### src/rtl/m68k_bus_master.sv
// 68000-style asynchronous bus master: S0..S7 bus cycle paced by cpu_ce, DTACK wait states, BR/BG/BGACK arbitration.
// Optional DTACK timeout (8-bit wait counter, err flag, read data forced to FFFF) enabled by defining M68K_BUS_TIMEOUT_EN.
module m68k_bus_master (
  input  logic        MCLK,
  input  logic        RESET,
  input  logic        cpu_ce,
  input  logic        req,
  input  logic [22:0] req_addr,
  input  logic        req_we,
  input  logic        req_uds,
  input  logic        req_lds,
  input  logic [1:0]  req_fc,
  input  logic [15:0] req_wdata,
  output logic        ack,
  output logic [15:0] rdata,
  output logic        err,
  output logic        busy,
  output logic [22:0] VA_o,
  output logic        VA_d,
  input  logic [15:0] VD_i,
  output logic [15:0] VD_o,
  output logic        VD_d,
  output logic        AS_o,
  output logic        UDS_o,
  output logic        LDS_o,
  output logic        RW_o,
  output logic        strobe_d,
  output logic        FC0,
  output logic        FC1,
  input  logic        DTACK_i,
  input  logic        BR_i,
  input  logic        BGACK_i,
  output logic        BG
);

  localparam int unsigned DW = 16;
  localparam int unsigned AW = 23;

  localparam logic [3:0] ST_IDLE  = 4'd0;
  localparam logic [3:0] ST_S0    = 4'd1;
  localparam logic [3:0] ST_S1    = 4'd2;
  localparam logic [3:0] ST_S2    = 4'd3;
  localparam logic [3:0] ST_S3    = 4'd4;
  localparam logic [3:0] ST_S4    = 4'd5;
  localparam logic [3:0] ST_S5    = 4'd6;
  localparam logic [3:0] ST_S6    = 4'd7;
  localparam logic [3:0] ST_S7    = 4'd8;
  localparam logic [3:0] ST_GRANT = 4'd9;
  localparam logic [3:0] ST_OWNED = 4'd10;

  logic [3:0]    state_q, state_d;
  logic          we_q, uds_q, lds_q;
  logic [DW-1:0] wdata_q;
  logic          wait_half_q;
  logic          sample_c, timeout_c, timeout_q;
  logic          start_c, done_c;
  logic          in_cycle_c, as_act_c, ds_act_c, rw_act_c, vd_act_c, bus_rel_c;

  // Next state; S4 samples DTACK only on every other cpu_ce so each wait costs two pulses
  always_comb begin
    state_d  = state_q;
    sample_c = 1'b0;
    if (cpu_ce) begin
      case (state_q)
        ST_IDLE: begin
          if (!BR_i)    state_d = ST_GRANT;
          else if (req) state_d = ST_S0;
        end
        ST_S0, ST_S1, ST_S2, ST_S3, ST_S5, ST_S6: state_d = state_q + 4'd1;
        ST_S4: begin
          if (!wait_half_q) begin
            sample_c = 1'b1;
            if (!DTACK_i || timeout_c) state_d = ST_S5;
          end
        end
        ST_S7:    state_d = ST_IDLE;
        ST_GRANT: begin
          if (!BGACK_i)  state_d = ST_OWNED;
          else if (BR_i) state_d = ST_IDLE;
        end
        ST_OWNED: if (BGACK_i && BR_i) state_d = ST_IDLE;
        default:  state_d = ST_IDLE;
      endcase
    end
  end

  // Bus pin activity decoded from the upcoming state so the registered pins line up with it
  always_comb begin
    start_c    = (state_q == ST_IDLE) && (state_d == ST_S0);
    done_c     = (state_q == ST_S7) && (state_d == ST_IDLE);
    in_cycle_c = (state_d >= ST_S0) && (state_d <= ST_S7);
    as_act_c   = (state_d >= ST_S2) && (state_d <= ST_S6);
    ds_act_c   = we_q ? ((state_d >= ST_S4) && (state_d <= ST_S6)) : as_act_c;
    rw_act_c   = we_q && (state_d >= ST_S2) && (state_d <= ST_S7);
    vd_act_c   = we_q && (state_d >= ST_S3) && (state_d <= ST_S7);
    bus_rel_c  = (state_d == ST_GRANT) || (state_d == ST_OWNED);
  end

  always_ff @(posedge MCLK) begin
    if (RESET) begin
      state_q     <= ST_IDLE;
      ack         <= 1'b0;
      busy        <= 1'b0;
      BG          <= 1'b1;
      strobe_d    <= 1'b0;
      VA_o        <= '0;
      VA_d        <= 1'b1;
      FC0         <= 1'b0;
      FC1         <= 1'b0;
      AS_o        <= 1'b1;
      UDS_o       <= 1'b1;
      LDS_o       <= 1'b1;
      RW_o        <= 1'b1;
      VD_o        <= '0;
      VD_d        <= 1'b1;
      rdata       <= '0;
      we_q        <= 1'b0;
      uds_q       <= 1'b0;
      lds_q       <= 1'b0;
      wdata_q     <= '0;
      wait_half_q <= 1'b0;
    end else begin
      state_q  <= state_d;
      ack      <= done_c;
      busy     <= (state_d != ST_IDLE);
      BG       <= !bus_rel_c;
      strobe_d <= bus_rel_c;
      VA_d     <= !in_cycle_c;
      AS_o     <= !as_act_c;
      UDS_o    <= !(ds_act_c && uds_q);
      LDS_o    <= !(ds_act_c && lds_q);
      RW_o     <= !rw_act_c;
      VD_d     <= !vd_act_c;
      if (start_c) begin
        VA_o        <= AW'(req_addr);
        FC0         <= req_fc[0];
        FC1         <= req_fc[1];
        we_q        <= req_we;
        uds_q       <= req_uds;
        lds_q       <= req_lds;
        wdata_q     <= req_wdata;
        wait_half_q <= 1'b0;
      end
      if (state_q == ST_S4 && cpu_ce)
        wait_half_q <= !wait_half_q && (state_d == ST_S4);
      if (we_q && state_q == ST_S2 && state_d == ST_S3)
        VD_o <= wdata_q;
      if (!we_q && state_q == ST_S6 && state_d == ST_S7)
        rdata <= timeout_q ? {DW{1'b1}} : VD_i;
    end
  end

`ifdef M68K_BUS_TIMEOUT_EN
  localparam int unsigned WCW = 8;
  logic [WCW-1:0] wait_cnt_q;

  // Wait-state counter: after 255 unanswered waits the cycle is forced to complete with err
  assign timeout_c = DTACK_i && (wait_cnt_q == {WCW{1'b1}});

  always_ff @(posedge MCLK) begin
    if (RESET) begin
      wait_cnt_q <= '0;
      timeout_q  <= 1'b0;
      err        <= 1'b0;
    end else begin
      err <= done_c && timeout_q;
      if (start_c) begin
        wait_cnt_q <= '0;
        timeout_q  <= 1'b0;
      end else if (sample_c) begin
        if (timeout_c)    timeout_q  <= 1'b1;
        else if (DTACK_i) wait_cnt_q <= wait_cnt_q + WCW'(1);
      end
    end
  end
`else
  assign timeout_c = 1'b0;
  assign timeout_q = 1'b0;
  assign err       = 1'b0;
`endif

endmodule

### config.mk
export PLATFORM = sky130hd
export DESIGN_NAME = m68k_bus_master
export DESIGN_NICKNAME = d
export VERILOG_FILES = /design/src/rtl/m68k_bus_master.sv
export SDC_FILE = /design/constraint.sdc
export NUM_CORES = 1
export LEC_CHECK = 0
export CAP_MARGIN = 0
export CORE_AREA = 5 5 98 100
export DETAILED_ROUTE_END_ITERATION = 10
export DIE_AREA = 0 0 103 105
export GPL_TIMING_DRIVEN = 0
export PLACE_DENSITY = 0.91
export SYNTH_ARGS = -nofsm -noshare
export SYNTH_HDL_FRONTEND = slang
export SYNTH_SLANG_ARGS = --single-unit
### constraint.sdc
create_clock -name MCLK -period 5 [get_ports MCLK]
set_input_delay 1.25 -clock MCLK [delete_from_list [all_inputs] [get_ports MCLK]]
set_output_delay 1.25 -clock MCLK [all_outputs]
set_load 0.005 [all_outputs]
# Yosys cells after proc, flatten, opt, wreduce, memory -nomap -nowiden
# Index checks and enable logic that the tools add are counted.
dict set report classes {
  n_lt_le_gt_ge 6
  n_reduce_logical 33
  n_eq_ne 16
  add_sub_neg 1
  n_mux 12
}
# op n
set ops {}
lappend ops {{4-bit two-way mux} 8}
lappend ops {{4-bit by 3-bit equality test with 1-bit output (second input constant)} 6}
lappend ops {{4-bit equality test (second input constant)} 6}
lappend ops {{4-bit case mux with 5 select lines} 1}
lappend ops {{1-bit logical AND} 18}
lappend ops {{1-bit logical NOT} 9}
lappend ops {{4-bit by 1-bit equality test with 1-bit output (second input constant)} 2}
lappend ops {{4-bit by 2-bit equality test with 1-bit output (second input constant)} 2}
lappend ops {{4-bit by 3-bit >= comparator with 1-bit output (second input constant)} 2}
lappend ops {{4-bit logical NOT} 2}
lappend ops {{6-bit OR reduction} 1}
lappend ops {{4-bit by 1-bit adder with 4-bit output (second input constant)} 1}
lappend ops {{4-bit by 1-bit >= comparator with 1-bit output (second input constant)} 1}
lappend ops {{4-bit by 2-bit >= comparator with 1-bit output (second input constant)} 1}
lappend ops {{4-bit by 3-bit less-or-equal comparator with 1-bit output (second input constant)} 1}
lappend ops {{4-bit less-or-equal comparator (second input constant)} 1}
lappend ops {{4-bit nonzero test} 1}
lappend ops {{1-bit two-way mux} 3}
lappend ops {{2-bit nonzero test} 1}
lappend ops {{1-bit logical OR} 1}
dict set report totals {
  word_cells 89
  output_inout_bits 68
  in_bits 67
  regBits 91
}

# Depth between registers and ports, before layout
dict set report depth {
  depth_word 9
  depth_mapped 12
  mapped_depth_nobuf 8
}

# Worst setup path before layout
# OpenSTA, ideal clock, no wires.
dict set report synth_path {
  kind {in2reg}
  start {in cpu_ce}
  end {reg FC0}
  slack_ps 1992
  path_stages 10
  n_path_buf 4
  t_arrival_ps 2936
  t_required_ps 4928
  setup_ps 72
  cell_sequence {clkbuf_1 -> a21boi_0 -> o311a_1 -> a222oi_1 -> buf_4 -> nand2_4 -> nor3_2 -> buf_6 -> buf_12 -> mux2i_1}
}
dict set report synth_via {
  elab_chain_cells 3
}
# item line_no
set synth_lines {}
lappend synth_lines {{from (decl)} 6} ;# input logic cpu_ce,
lappend synth_lines {{4-bit two-way mux} 63} ;# if (cpu_ce) begin
lappend synth_lines {{4-bit by 1-bit equality test with 1-bit output} 89} ;# start_c = (state_q == ST_IDLE) && (state_d == ST_S0);
lappend synth_lines {{1-bit logical AND} 89}
lappend synth_lines {{to (signal assigned)} 136} ;# FC0 <= req_fc[0];
lappend synth_lines {{to (decl)} 28} ;# output logic FC0,
# Every way passes these cells.
# A chain may end at the register's enable or synchronous reset.

# Final worst setup path
dict set report layout_path {
  start {in cpu_ce}
  end {reg VD_o[6]}
}
dict set report layout_via {
  elab_chain_cells 3
}
# item line_no
set layout_lines {}
lappend layout_lines {{4-bit two-way mux} 63}
lappend layout_lines {{4-bit by 3-bit equality test with 1-bit output} 146} ;# if (we_q && state_q == ST_S2 && state_d == ST_S3)
lappend layout_lines {{1-bit logical AND} 146}
lappend layout_lines {{to (signal assigned)} 147} ;# VD_o <= wdata_q;
lappend layout_lines {{to (decl)} 21} ;# output logic [15:0] VD_o,
# Every way passes these cells.

==> summary.txt <==
=================================================================================
Gate count of the mapped netlist ...................................          432
Final net count ....................................................          646
Setup slack, reg-to-reg ............................................      1940 ps
Per-instance average area after synthesis ..........................     9.60 µm²
Non-filler cells, final ............................................          688
Initial Util .......................................................        48.2%
Fin crit period ....................................................      3580 ps
CORE AREA ..........................................................  0.00859 mm²
Antenna Diode Count ................................................            0
Largest stage delay on the critical path ...........................       530 ps
Total Negative Setup Slacks ........................................         0 ps
Half-perimeter wire length after placement .........................      8250 µm
Number of storage elements in the synthesis netlist ................           91
Overflow left after global routing .................................            0
Master of the slowest instance on the critical path ................ sky130_fd_sc_hd__clkdlybuf4s50_1
Worst Tran Pin Value ...............................................       691 ps
Clk pin slew, worst setup/hold paths ...............................        90 ps
Finished Core Util .................................................        67.9%
Leak pwr ...........................................................      2.20 nW
Share of the synthesized area in the top cell type .................        43.9%
Combined area of the multi-input logic cells .......................  0.00208 mm²
Source-to-sink clock delay at the later pin of the worst-skew pair .       360 ps
# H-tree levels ....................................................            3
Launch point of the critical path ..................................       cpu_ce
Cell occurring most often along the worst timing path .............. sky130_fd_sc_hd__clkbuf_1
Leading post-synthesis cells by instance count ..................... 92 x sky130_fd_sc_hd__nand2b_1, 91 x sky130_fd_sc_hd__dfxtp_1, 61 x sky130_fd_sc_hd__mux2i_1
Post CTS Setup Buffer Count ........................................            0
Proportion of layout cells with a drive suffix above 1 .............        6.38%
Met1 routing resource usage after global routing ...................        23.9%
Number of flops mapped to enable cells by yosys ....................            0
Synth-to-Final Area Change .........................................        40.7%
Total I/O pin count ................................................          135
Count of hold-fix buffers inserted at cts ..........................            0
CP endpoint kind ...................................................    flip-flop
Ys async rst share .................................................           0%
Bufs on Longest Clock Path .........................................            2
DR vias/cell .......................................................         5.17
Result of the run .................................................. finished, final reports clean
Wire length of the first global-routing pass .......................     17200 µm
Leading register cell type out of synthesis ........................ sky130_fd_sc_hd__dfxtp_1
Wire per inst ......................................................      15.6 µm
Worst Hold Class ................................................... flip-flop to flip-flop
Cells along the critical path ...................................... clkdlybuf4s50_1, clkbuf_1, o211ai_1, a222oi_1, buf_4, nand4_1, clkbuf_1, o21ai_0, a21oi_1
Remaining antenna violation count after routing ....................            0
Met2 track demand over resource in global routing ..................        32.2%
Synth warnings .....................................................            0
Die Ht .............................................................       105 µm
Clock root buffer .................................................. sky130_fd_sc_hd__clkbuf_8
Initial antenna violation count ....................................            0
Total of endpoints with negative setup slack in the final report ...            0
Maximum number of pins on one net before global-route repair .......           17
Worst hold margin ..................................................       409 ps
Number of gates given a new drive strength after cts ...............            0
First-pass DRT Iterations ..........................................            4
Max cap viols ......................................................            0
Total die area .....................................................   0.0108 mm²
Count of cell types in the netlist .................................           50
Dominant cells by area after synthesis ............................. sky130_fd_sc_hd__dfxtp_1 44%, sky130_fd_sc_hd__mux2i_1 15%, sky130_fd_sc_hd__nand2b_1 14%
Aggregate routed wire length .......................................     10700 µm
Highest clock frequency the design can meet ........................      279 MHz
Worst flop-to-flop path startpoint .................................   state_q[1]
Placement Rows .....................................................           34
Setup repair after global routing missed its margin ................           no
Data required time at the worst endpoint ...........................      5230 ps
Number of port buffers .............................................          132
Arrival time reported for the critical path endpoint ...............      3810 ps
Area occupied by registers .........................................  0.00182 mm²
Type of element launching the critical path ........................ primary input
Cell total after placement .........................................          672
GR Util met3 .......................................................        6.66%
RePlAce Congestion .................................................        0.893
Most used routing layer in global routing ..........................         met2
Max-slew violations ................................................            0
Final period utilization ...........................................        71.7%
Via count of the first global-routing pass .........................         3631
Total via count in the routed design ...............................         3558
Number of fillers in the final layout ..............................          683
Hold Fails Final Rpt ...............................................            0
GRT Overall Usage ..................................................        19.6%
Horizontal extent of the die .......................................       103 µm
CTS buffer count ...................................................            9
Largest driver fanout on the critical path .........................           10
Worst-case clock skew ..............................................      13.3 ps
Critical path's top delay family ................................... buffers and inverters
Power density normalized to cell area ..............................   290 mW/mm²
Syn_nets ...........................................................          503
Starting DRT DRC Count .............................................          199
TritonCTS clock tree ...............................................          yes
Part of the Yosys area used for sequential elements ................        43.9%
Yosys top cell by area ............................................. sky130_fd_sc_hd__dfxtp_1
Summed instance area of the synthesized netlist ....................  0.00415 mm²
Worst hold start ...................................................        lds_q
Worst path bufs/invs ...............................................            4
Peak supply drop ...................................................     0.189 mV
DRC Markers ........................................................            0
Rel. slew slack ....................................................        53.7%
Most frequent cell after synthesis ................................. sky130_fd_sc_hd__nand2b_1
Num Clock Sinks ....................................................           91
Worst Path Class, Setup ............................................ primary input to flip-flop
=================================================================================
-- worst paths after layout --
kind,to,cells past startpoint
hold / removal,LDS_o,1
setup / recovery,VD_o[6],9
hold reg to reg,LDS_o,1
setup reg to reg,VD_o[6],11
-- layout make-up --
type,count,area share [%]
tap,108,2.32
multi-input combinational,304,35.6
inverter,4,0.257
buffer,33,3.93
sequential,91,31.2
clock buffer,10,2.36
clock inverter,6,1.61
timing repair buffer,132,22.7
-- layout by cell type, fill, tap and decap left out, types with 3 or more instances in the layout --
| cell type | count |
|---|---|
| sky130_fd_sc_hd__a21oi_1 | 22 |
| sky130_fd_sc_hd__and2_1 | 3 |
| sky130_fd_sc_hd__buf_12 | 4 |
| sky130_fd_sc_hd__buf_4 | 6 |
| sky130_fd_sc_hd__clkbuf_1 | 19 |
| sky130_fd_sc_hd__clkbuf_8 | 10 |
| sky130_fd_sc_hd__clkdlybuf4s50_1 | 132 |
| sky130_fd_sc_hd__dfxtp_1 | 91 |
| sky130_fd_sc_hd__ha_1 | 4 |
| sky130_fd_sc_hd__inv_1 | 4 |
| sky130_fd_sc_hd__inv_6 | 3 |
| sky130_fd_sc_hd__mux2i_1 | 61 |
| sky130_fd_sc_hd__nand2_1 | 7 |
| sky130_fd_sc_hd__nand2b_1 | 92 |
| sky130_fd_sc_hd__nand3_1 | 21 |
| sky130_fd_sc_hd__nor2_1 | 29 |
| sky130_fd_sc_hd__nor4_1 | 3 |
| sky130_fd_sc_hd__o21ai_0 | 19 |
-- where the power goes --
group | internal, mW | switching [mW]
logic | 0.186 | 0.140
clock network | 0.301 | 0.276
registers | 0.765 | 0.0238
total | 1.25 | 0.440
-- logic make-up (layout without fill, tap and decap cells) --
logic type | after synthesis | after routing | synth area share, %
buf+inv | 37 | 185 | 5.89
xor+xnor | 1 | 1 | 0.211
compound gates | 63 | 63 | 9.72
other cells | 1 | 1 | 0.0905
fa+ha+maj | 4 | 4 | 1.21
simple gates | 174 | 174 | 24.2
mux | 61 | 61 | 14.7
flops | 91 | 91 | 43.9
-- state kept, by name (all words and copies together) (netlist names) --
name and flops:
FC1 1, VD_d 1, VA_d 1, RW_o 1, UDS_o 1, wdata_q 16
FC0 1, ack 1, strobe_d 1, BG 1, lds_q 1, VA_o 23
busy 1, rdata 16, we_q 1, wait_half_q 1, AS_o 1, state_q 4
VD_o 16, LDS_o 1, uds_q 1
-- stage by stage --
step | setup WS, ps | power, mW | instance area, µm²
final | 1420 | 1.69 | 5830
after global routing | 1250 | 1.76 | 5830
after CTS | 1450 | 1.70 | 5830
after detailed placement | 1070 | 1.13 | 5600
after global placement | 1230 | 1.12 | 5600
after floorplan | 1990 | 0.988 | 4150
-- layer usage --
layer,wire [µm],up-vias
met1,4520,1636
met5,0,-
met4,201,0
met2,5000,139
met3,1010,21
li1,-,1762
(Power assumes the default switching activity.)
